**config.mk**
```make
export PLATFORM = sky130hd
export DESIGN_NAME = zx81_mem_arbiter
export DESIGN_NICKNAME = d
export VERILOG_FILES = /design/src/rtl/zx81_mem_arbiter.sv
export SDC_FILE = /design/constraint.sdc
export NUM_CORES = 1
export LEC_CHECK = 0
export BUFFER_PORTS_ARGS = -buffer_cell sky130_fd_sc_hd__buf_2
export CAP_MARGIN = 20
export CORE_AREA = 2 2 57 81
export DETAILED_ROUTE_END_ITERATION = 16
export DIE_AREA = 0 0 59 83
export PLACE_DENSITY = 0.83
export SYNTH_ARGS = -nofsm -noshare
export SYNTH_HDL_FRONTEND = slang
export SYNTH_SLANG_ARGS = --single-unit
```
**constraint.sdc**
```tcl
create_clock -name clk_sys -period 2.05 [get_ports clk_sys]
set_input_delay 0.41 -clock clk_sys [delete_from_list [all_inputs] [get_ports clk_sys]]
set_output_delay 0.41 -clock clk_sys [all_outputs]
set_load 0.02 [all_outputs]
```
**src/rtl/zx81_mem_arbiter.sv**
```systemverilog
// zx81_mem_arbiter: shares the single-port system RAM between the Z80 bus (priority)
// and a loader port, with a starvation counter that steals one slot for the loader.
module zx81_mem_arbiter #(
    parameter int AW       = 16,
    parameter int MAX_WAIT = 8,
    parameter int CW       = 8
) (
    input  logic          clk_sys,
    input  logic          reset,
    input  logic          cpu_req,
    input  logic          cpu_we,
    input  logic [AW-1:0] cpu_addr,
    input  logic [7:0]    cpu_wdata,
    output logic          cpu_wait,
    output logic          cpu_rvalid,
    output logic [7:0]    cpu_rdata,
    input  logic          ld_req,
    input  logic          ld_we,
    input  logic [AW-1:0] ld_addr,
    input  logic [7:0]    ld_wdata,
    output logic          ld_gnt,
    output logic          ld_rvalid,
    output logic [7:0]    ld_rdata,
    output logic          mem_en,
    output logic          mem_we,
    output logic [AW-1:0] mem_addr,
    output logic [7:0]    mem_wdata,
    input  logic [7:0]    mem_rdata
);
    logic [CW-1:0] wcnt_q, wcnt_d;
    logic          cpu_rd_pend_q, cpu_rd_pend_d, ld_rd_pend_q, ld_rd_pend_d;
    logic [7:0]    cpu_hold_q, cpu_hold_d, ld_hold_q, ld_hold_d;
    logic          steal, cpu_gnt, ld_go;
    always_comb begin
        steal         = ld_req && (wcnt_q == CW'(MAX_WAIT));
        cpu_gnt       = cpu_req && !steal;
        ld_gnt        = !cpu_gnt;
        ld_go         = ld_req && ld_gnt;
        cpu_wait      = cpu_req && steal;
        mem_en        = cpu_gnt || ld_go;
        mem_we        = cpu_gnt ? cpu_we : (ld_go && ld_we);
        mem_addr      = cpu_gnt ? cpu_addr : ld_addr;
        mem_wdata     = cpu_gnt ? cpu_wdata : ld_wdata;
        // a blocked loader counts up; any transfer or withdrawn request restarts the wait
        wcnt_d        = (ld_req && !ld_gnt) ? ((wcnt_q == CW'(MAX_WAIT)) ? wcnt_q : wcnt_q + CW'(1)) : '0;
        cpu_rd_pend_d = cpu_gnt && !cpu_we;
        ld_rd_pend_d  = ld_go && !ld_we;
        cpu_rvalid    = cpu_rd_pend_q;
        ld_rvalid     = ld_rd_pend_q;
        cpu_rdata     = cpu_rvalid ? mem_rdata : cpu_hold_q;
        ld_rdata      = ld_rvalid ? mem_rdata : ld_hold_q;
        cpu_hold_d    = cpu_rdata;
        ld_hold_d     = ld_rdata;
    end
    always_ff @(posedge clk_sys or posedge reset) begin
        if (reset) begin
            wcnt_q        <= '0;
            cpu_rd_pend_q <= 1'b0;
            ld_rd_pend_q  <= 1'b0;
            cpu_hold_q    <= 8'h00;
            ld_hold_q     <= 8'h00;
        end else begin
            wcnt_q        <= wcnt_d;
            cpu_rd_pend_q <= cpu_rd_pend_d;
            ld_rd_pend_q  <= ld_rd_pend_d;
            cpu_hold_q    <= cpu_hold_d;
            ld_hold_q     <= ld_hold_d;
        end
    end
endmodule

```
# Word level (Yosys, flattened, before mapping)

Index checks and enable logic that the tools add are counted.

Register bits after elaboration: 26
Latch bits: 0
Memory bits (writable): 0
ROM bits: 0
Bits of input ports: 62
Memories kept: 0

Add/subtract/negate cells: 1
Multiply operators: 0
Div/mod/pow operators: 0
$lt $le $gt $ge: 0
Equality and inequality tests: 2
Shifts and indexed selects: 0
Multiplexer cells: 7
Bitwise operators: 0
Reductions and logical operators: 13

Operators by type and width:

| kind                                                            | count |
|---|---|
| 8-bit 2-to-1 mux                                                | 5 |
| 16-bit 2-to-1 mux                                               | 1 |
| 8-bit by 1-bit adder with 8-bit output, second input constant   | 1 |
| 8-bit by 4-bit == test with 1-bit output, second input constant | 1 |
| 1-bit logical AND                                               | 8 |
| 1-bit zero test                                                 | 4 |
| 2-bit != test, second input constant                            | 1 |
| 1-bit logical OR                                                | 1 |
| 1-bit 2-to-1 mux                                                | 1 |

# Logic depth before layout (Yosys ltp)

Gate-level depths: netlist (run 1).

Depth after elaboration: 8
Gate-level depth with buffers: 6
Mapped depth without buffers: 5

# Worst setup path after synthesis (run 1)

OpenSTA, ideal clock, no wires.

Path kind: register -> output
Start point: register wcnt_q[5]
End point: output mem_we
Data arrival time: 1.901 ns
Required time: 1.640 ns
Slack: -0.261 ns
Cell stages (with the launch flop): 5
Buffers on the path: 1
Cell sequence: dfrtp_1 or4_4 o21ai_4 buf_8 mux2i_1

Word-level cells in the longest chain between the ends: 8

RTL lines:

| element                                  | RTL line | source |
|---|---|---|
| from (decl)                              | 30       | `logic [CW-1:0] wcnt_q, wcnt_d;` |
| from (signal assigned)                   | 63       | `wcnt_q <= wcnt_d;` |
| 8-bit by 4-bit == test with 1-bit output | 35       | `steal = ld_req && (wcnt_q == CW'(MAX_WAIT));` |
| 1-bit logical AND                        | 35       |  |
| 1-bit zero test                          | 36       | `cpu_gnt = cpu_req && !steal;` |
| 1-bit logical AND                        | 36       |  |
| 1-bit zero test                          | 37       | `ld_gnt = !cpu_gnt;` |
| named net ld_gnt                         | 21       | `output logic ld_gnt,` |
| 1-bit logical AND                        | 38       | `ld_go = ld_req && ld_gnt;` |
| 1-bit logical AND                        | 41       | `mem_we = cpu_gnt ? cpu_we : (ld_go && ld_we);` |
| 1-bit 2-to-1 mux                         | 41       |  |
| to (decl)                                | 25       | `output logic mem_we,` |

The timed path passes the listed nets, and every way through them passes these cells.

# Worst setup path in the final report (run 1)

Start point: register wcnt_q[5]
End point: output mem_addr[4]

Word-level cells in the longest chain between the ends: 5

RTL lines:

| element                                  | RTL line | source |
|---|---|---|
| 8-bit by 4-bit == test with 1-bit output | 35       |  |
| 1-bit logical AND                        | 35       |  |
| 1-bit zero test                          | 36       |  |
| 1-bit logical AND                        | 36       |  |
| 16-bit 2-to-1 mux                        | 42       | `mem_addr = cpu_gnt ? cpu_addr : ld_addr;` |
| to (decl)                                | 26       | `output logic [AW-1:0] mem_addr,` |

No other way between the ends.

==> results of run 1 <==
## layout by cell type, fill, tap and decap left out, drive strengths merged, types with 2 or more instances in the layout
cell type,netlist,layout
nand2,3,3
ha,2,2
or3,3,3
nor2,6,6
clkbuf,2,3
inv,6,6
o21ai,4,4
buf,2,124
xor2,2,2
nand3,3,3
a21oi,3,3
mux2,40,40
dfrtp,26,26
## sequential cells by signal, indices dropped and copies added (netlist names)
name,count
cpu_hold_q,8
ld_hold_q,8
wcnt_q,8
cpu_rvalid,1
ld_rvalid,1
## worst max-delay path by stage
stage | startpoint | cells past startpoint | end | slack [ns]
finish | wcnt_q[5]$_DFFE_PP0P_ | 5 | mem_addr[4] | -0.45
CTS | wcnt_q[5]$_DFFE_PP0P_ | 5 | mem_wdata[7] | -0.44
floorplan | wcnt_q[5]$_DFFE_PP0P_ | 4 | mem_we | -0.18
global route | wcnt_q[5]$_DFFE_PP0P_ | 5 | mem_addr[3] | -0.51
global placement | wcnt_q[5]$_DFFE_PP0P_ | 5 | mem_addr[15] | -0.11
detailed placement | wcnt_q[5]$_DFFE_PP0P_ | 5 | mem_wdata[7] | -0.14
## through the flow
step                      worst slack (ns)  util (%)  hold slack, ns  instance area, µm²
final                               -0.452      55.1           0.132                2280
after global routing                -0.512      55.1           0.189                2280
after CTS                           -0.437      54.0           0.144                2230
after detailed placement            -0.138      51.7           0.438                2140
after global placement              -0.106      51.7           0.439                2140
after floorplan                     -0.184         -           0.450                1460
## cell type report
| cell class | count | area [µm²] |
|---|---|---|
| Fill cell | 334 | 1860 |
| Tap cell | 45 | 56.3 |
| Clock inverter | 1 | 30.0 |
| Multi-Input combinational cell | 75 | 754 |
| Timing Repair Buffer | 124 | 722 |
| Inverter | 6 | 22.5 |
| Clock buffer | 3 | 41.3 |
| Sequential cell | 26 | 651 |
## per-layer routing
| layer | part of all wire [%] | vias to the layer above | GRT usage, % |
|---|---|---|---|
| met2 | 55 | 47 | 29.4 |
| met4 | 3.3 | 0 | 6.61 |
| met1 | 37 | 648 | 16.7 |
| met5 | 0 | - | 0 |
| li1 | - | 638 | - |
| met3 | 4.0 | 12 | 1.87 |
## logic make-up (layout without fill, tap and decap cells)
| logic type | after synthesis | count (layout) | share of synthesized area, % |
|---|---|---|---|
| AO/OA/AOI/OAI | 8 | 8 | 3.69 |
| XOR/XNOR | 3 | 3 | 1.80 |
| adder cells (fa/ha/maj) | 2 | 2 | 1.72 |
| buffers and inverters | 10 | 134 | 4.46 |
| flip-flops | 26 | 26 | 44.6 |
| multiplexers | 41 | 41 | 35.7 |
| AND/OR/NAND/NOR | 21 | 21 | 7.98 |
## timing repair
action | 4_1_cts | 5_1_grt
setup endpoints to repair | 27 | 27
gates resized for setup | 8 | 9
setup buffers | 0 | 2
## power by group through the flow
stage                     Combinational, W  Sequential [W]  Clock, W
after floorplan                   0.000296        0.000591         0
after global routing              0.000513        0.000595  0.000443
final                             0.000480        0.000587  0.000413
after CTS                         0.000476        0.000588  0.000420
after global placement            0.000460        0.000595         0
after detailed placement          0.000468        0.000599         0
==> flow_metrics.env, run 1 <==
export IMPL_antenna_left=0
export IMPL_dp_hpwl_um=3300
export IMPL_power_leakage_nw=1.21
export IMPL_yosys_warnings=0
export IMPL_synthTopCellsByArea="dfrtp_1 45%, mux2_2 19%, mux2_4 16%"
export IMPL_tightest_slew_ns=0.453
export IMPL_period_share_pct=122
export IMPL_cp_data_arrival_time_ns=2.09
export IMPL_cap_violations=0
export IMPL_clock_latency_ns=0.27
export IMPL_synth_area_per_cell_um2=13.1
export IMPL_drive_gt1_share_pct=74.5
export IMPL_syn_nets=175
export IMPL_reg2reg_depth=5
export IMPL_grt_pass1_wl_um=6120
export IMPL_r2r_slack_ns=0.32
export IMPL_dr_pass1_iters=4
export IMPL_synth_edf_count=0
export IMPL_cts_tree="done"
export IMPL_clkTransAtPathRegs_ns=0.08
export IMPL_first_iter_violations=31
export IMPL_cp_top_family="simple AND/OR/NAND/NOR gates"
export IMPL_postSynth_asyncResetShare_pct=100
export IMPL_cts_buffers=3
export IMPL_syn_area_um2=1460
export IMPL_skew_ns=0.00226
export IMPL_netlist_instances=111
export IMPL_critPathBufInv=2
export IMPL_r2r_start="wcnt_q[5]$_DFFE_PP0P_"
export IMPL_pwr_share_seq_pct=39.7
export IMPL_clockRootBuffer="clkbuf_8"
export IMPL_end_kind="output pin"
export IMPL_power_switching_w=0.000422
export IMPL_total_power_w=0.00148
export IMPL_dp_cells=274
export IMPL_grt_usage_pct=15.7
export IMPL_yosysSeqAreaShare_pct=44.6
export IMPL_ys_ff_latch=26
export IMPL_drv_slew=0
export IMPL_yosysUniqueCellTypes=26
export IMPL_syn_to_final_growth_pct=56.2
export IMPL_ys_flop_type="dfrtp_1"
export IMPL_synth_top_area_share_pct=44.6
export IMPL_setup_ws_ns=-0.452
export IMPL_wl_per_cell_um=14.0
export IMPL_yosysMostFrequentCell="dfrtp_1"
export IMPL_violations="negative setup slack"
export IMPL_die_h_um=83
export IMPL_crit_chain="or4_4 > o21ai_4 > buf_12 > mux2_2 > buf_2"
export IMPL_p_int_w=0.00106
export IMPL_r2r_end="ld_rvalid$_DFF_PP0_"
export IMPL_vias=1345
export IMPL_hold_class="in2async"
export IMPL_overflow=0
export IMPL_core_area_um2=4130
export IMPL_cp_max_fo=18
export IMPL_grt_pass1_vias=1394
export IMPL_hold_viol=0
export IMPL_relSlewSlack_pct=69.7
export IMPL_fmax_ghz=0.400
export IMPL_tns_ns=-10.96
export IMPL_cts_hold_buffers=0
export IMPL_dieArea_um2=4900
export IMPL_grt_max_degree=19
export IMPL_std_cell_rows=28
export IMPL_criticalPathCategory="reg2out"
export IMPL_grt_antenna_before_repair=0
export IMPL_dieWidth_um=59
export IMPL_clock_power_share_pct=27.9
export IMPL_combPwrFrac_pct=32.4
export IMPL_max_stage_delay_ns=0.56
export IMPL_diodes=0
export IMPL_boundaryPins=108
export IMPL_fin_nets=300
export IMPL_cts_buffer_depth=2
export IMPL_drcViolationCount=0
export IMPL_ys_top_cells_by_count="26 x dfrtp_1, 24 x mux2_2, 16 x mux2_4, 6 x inv_1, 6 x nor2_1"
export IMPL_fin_cells=280
export IMPL_yosys_area_top_type="dfrtp_1"
export IMPL_min_period_ns=2.50
export IMPL_start_util_pct=35.3
export IMPL_crit_required_ns=1.64
export IMPL_clock_sinks=26
export IMPL_status="finished with violations"
export IMPL_setup_violations=27
export IMPL_totalWireLength_um=3920
export IMPL_startpoint_type="flip-flop"
export IMPL_viasPerCell=4.80
export IMPL_slowest_stage="or4_4"
export IMPL_port_buffers=107
export IMPL_rsz0062_at_grt="true"
export IMPL_cts_htree_levels=1
export IMPL_switching_share_pct=28.5
export IMPL_peakVddDrop_v=0.000310
export IMPL_gp_congestion=0.815
export IMPL_p_per_area_nw_per_um2=650
Power figures use the tool's default switching activity.
==> run 2: changes to the inputs <==
Settings changed: ABC_AREA set to 1, PLACE_DENSITY 0.83 to 0.84.
==> run 2 against run 1 <==
Against the previous run: the flow still finishes with violations (negative setup slack); register-to-register slack better by 0.24 ns; core utilization is 0.82 points lower; critical path depth up 4; non-clock buffer count fell by 9.
==> flow_metrics.env, run 2 <==
export IMPL_status="finished with violations"
export IMPL_violations="negative setup slack"
export IMPL_grt_antenna_before_repair=0
export IMPL_boundaryPins=108
export IMPL_totalWireLength_um=4050
export IMPL_overflow=0
export IMPL_gp_congestion=0.792
export IMPL_dp_slack_ns=0.150
export IMPL_pwr_share_seq_pct=43.3
export IMPL_skew_ns=0.00523
export IMPL_peakVddDrop_v=0.000282
export IMPL_cts_htree_levels=1
export IMPL_dp_cells=333
export IMPL_seq_area_um2=651
export IMPL_rsz0062_at_grt="true"
export IMPL_die_h_um=83
export IMPL_std_cell_rows=28
export IMPL_synth_edf_count=0
export IMPL_final_common_cell="buf_2"
export IMPL_clock_latency_ns=0.26
export IMPL_grt_usage_pct=15.7
export IMPL_cp_data_arrival_time_ns=1.76
export IMPL_wl_per_cell_um=11.7
export IMPL_grt_use_met3_pct=1.71
export IMPL_period_share_pct=106
export IMPL_power_leakage_nw=1.29
export IMPL_switching_share_pct=31.8
export IMPL_cts_hold_buffers=0
export IMPL_fin_cells=345
export IMPL_cap_violations=0
export IMPL_core_area_um2=4130
export IMPL_diodes=0
export IMPL_syn_to_final_growth_pct=49.8
export IMPL_dieArea_um2=4900
export IMPL_combPwrFrac_pct=33.2
export IMPL_synth_area_per_cell_um2=8.01
export IMPL_dr_pass1_iters=5
export IMPL_clock_power_share_pct=23.5
export IMPL_grt_max_degree=27
export IMPL_crit_required_ns=1.64
export IMPL_clock_sinks=26
export IMPL_port_buffers=107
export IMPL_grtUsageMet2_pct=31.5
export IMPL_setup_ws_ns=-0.120
export IMPL_hold_class="in2async"
export IMPL_yosysUniqueCellTypes=21
export IMPL_cts_tree="done"
export IMPL_startpoint_type="flip-flop"
export IMPL_cts_buffers=3
export IMPL_final_cell_mix="102 x buf_2, 66 x nand2_1, 28 x nand3_1"
export IMPL_clockRootBuffer="clkbuf_8"
export IMPL_yosysMostFrequentCell="nand2_1"
export IMPL_grt_pass1_vias=1549
export IMPL_vias=1664
export IMPL_p_int_w=0.000924
export IMPL_viasPerCell=4.82
export IMPL_cp_max_fo=13
export IMPL_setup_violations=27
export IMPL_min_period_ns=2.17
export IMPL_postSynth_asyncResetShare_pct=100
export IMPL_drive_gt1_share_pct=47.7
export IMPL_antenna_left=0
export IMPL_grt_pass1_wl_um=6310
export IMPL_globalRouteMet1Util_pct=17.1
export IMPL_power_switching_w=0.000432
export IMPL_syn_area_um2=1500
export IMPL_first_iter_violations=17
export IMPL_ys_ff_latch=26
export IMPL_dieWidth_um=59
export IMPL_netlist_instances=187
export IMPL_drv_slew=0
export IMPL_relSlewSlack_pct=68.6
export IMPL_multiInputGateArea_um2=779
export IMPL_synthTopCellsByArea="dfrtp_1 43%, nand2_1 17%, mux2_2 12%"
export IMPL_ys_flop_type="dfrtp_1"
export IMPL_ys_top_cells_by_count="67 x nand2_1, 28 x nand3_1, 26 x dfrtp_1, 16 x mux2_2, 15 x inv_1"
export IMPL_yosys_warnings=0
export IMPL_hold_viol=0
export IMPL_clkTransAtPathRegs_ns=0.09
export IMPL_tightest_slew_ns=0.470
export IMPL_p_per_area_nw_per_um2=604
export IMPL_busiest_layer="met2"
export IMPL_top_regs="cpu_hold_q (8), ld_hold_q (8), wcnt_q (8)"
export IMPL_start_util_pct=36.2
export IMPL_dp_hpwl_um=3060
export IMPL_syn_nets=251
export IMPL_cts_buffer_depth=2
export IMPL_synth_top_area_share_pct=43.4
export IMPL_fin_nets=365
export IMPL_fmax_ghz=0.461
export IMPL_criticalPathCategory="reg2out"
export IMPL_drcViolationCount=0
export IMPL_end_kind="output pin"
export IMPL_nFillCells=397
export IMPL_yosysSeqAreaShare_pct=43.4
export IMPL_yosys_area_top_type="dfrtp_1"
## run 2: cell types whose count changed after synthesis, moves of 2 or more
cell | previous run | this run
a21oi_1 | 3 | 0
inv_1 | 6 | 15
mux2_4 | 16 | 0
nor2_1 | 6 | 13
buf_6 | 0 | 2
nand2_1 | 3 | 67
or3_1 | 2 | 0
buf_1 | 0 | 2
buf_2 | 0 | 2
nand3_1 | 3 | 28
mux2_2 | 24 | 16
o21ai_0 | 3 | 1
## run 2: routing by layer
layer | vias to the layer above | wire length, µm
li1 | 818 | -
met1 | 752 | 1480
met2 | 90 | 2190
met3 | 4 | 321
met4 | 0 | 58
met5 | - | 0
## run 2: path summary, 6_finish.rpt
check	start	end	slack (ns)	cells after the start
hold reg to reg	cpu_hold_q[1]$_DFF_PP0_	cpu_hold_q[1]$_DFF_PP0_	0.50	1
max in group asynchronous	reset	ld_hold_q[6]$_DFF_PP0_	1.62	3
min in group clk_sys	ld_we	ld_rvalid$_DFF_PP0_	0.31	2
setup reg to reg	wcnt_q[1]$_DFFE_PP0P_	wcnt_q[7]$_DFFE_PP0P_	0.56	7
hold / removal	reset	cpu_hold_q[2]$_DFF_PP0_	0.18	3
setup / recovery	wcnt_q[1]$_DFFE_PP0P_	mem_wdata[4]	-0.12	9
## run 2: area by class of cell
class / count / area share, %
clock buffers: 4 / 2.45
well taps: 45 / 2.51
inverters: 16 / 2.68
multi-input cells: 139 / 34.7
repair buffers: 115 / 28.6
flip-flops and latches: 26 / 29.0
## run 2: stage by stage
stage          power, W   TNS, ns  hold WS (ns)  utilization, %  area (µm²)
2_1_floorplan  0.000868         0         0.450               -        1500
3_3_place_gp    0.00103         0         0.468            49.8        2060
3_5_place_dp    0.00104         0         0.479            49.8        2060
4_1_cts         0.00136  -0.00822         0.194            52.5        2170
5_1_grt         0.00143     -5.47         0.206            54.3        2240
6_report        0.00136     -2.22         0.181            54.3        2240
## run 2: worst max-delay path, cell delays in order (launching register included)
cell and delay [ns]:
dfrtp_1 0.39, inv_1 0.07, ha_1 0.16, nand2_2 0.09, nor2_4 0.16, nand2_4 0.14
buf_6 0.18, nand3_1 0.07, nand2_1 0.06, buf_2 0.16
## run 2: what timing repair did
item	in CTS	in global routing
setup endpoints to repair	28	28
resized for setup	1	9
setup buffers	4	0
pin swaps	2	2
cloned	1	3
## run 2: cell families (layout without fill, tap and decap cells)
| group | Yosys count | count (layout) | synth area share, % |
|---|---|---|---|
| buffers and inverters | 25 | 135 | 7.69 |
| AO/OA/AOI/OAI | 1 | 1 | 0.334 |
| flip-flops | 26 | 26 | 43.4 |
| XOR/XNOR | 3 | 3 | 1.75 |
| AND/OR/NAND/NOR | 114 | 117 | 33.1 |
| adder cells (fa/ha/maj) | 2 | 2 | 1.67 |
| multiplexers | 16 | 16 | 12.0 |
## run 2: power groups by stage
stage	sequential, W	clock, W	combinational [W]
after CTS	0.000589	0.000328	0.000445
after global placement	0.000595	0	0.000432
after floorplan	0.000591	0	0.000276
final	0.000587	0.000319	0.000450
after global routing	0.000594	0.000352	0.000488
after detailed placement	0.000600	0	0.000440
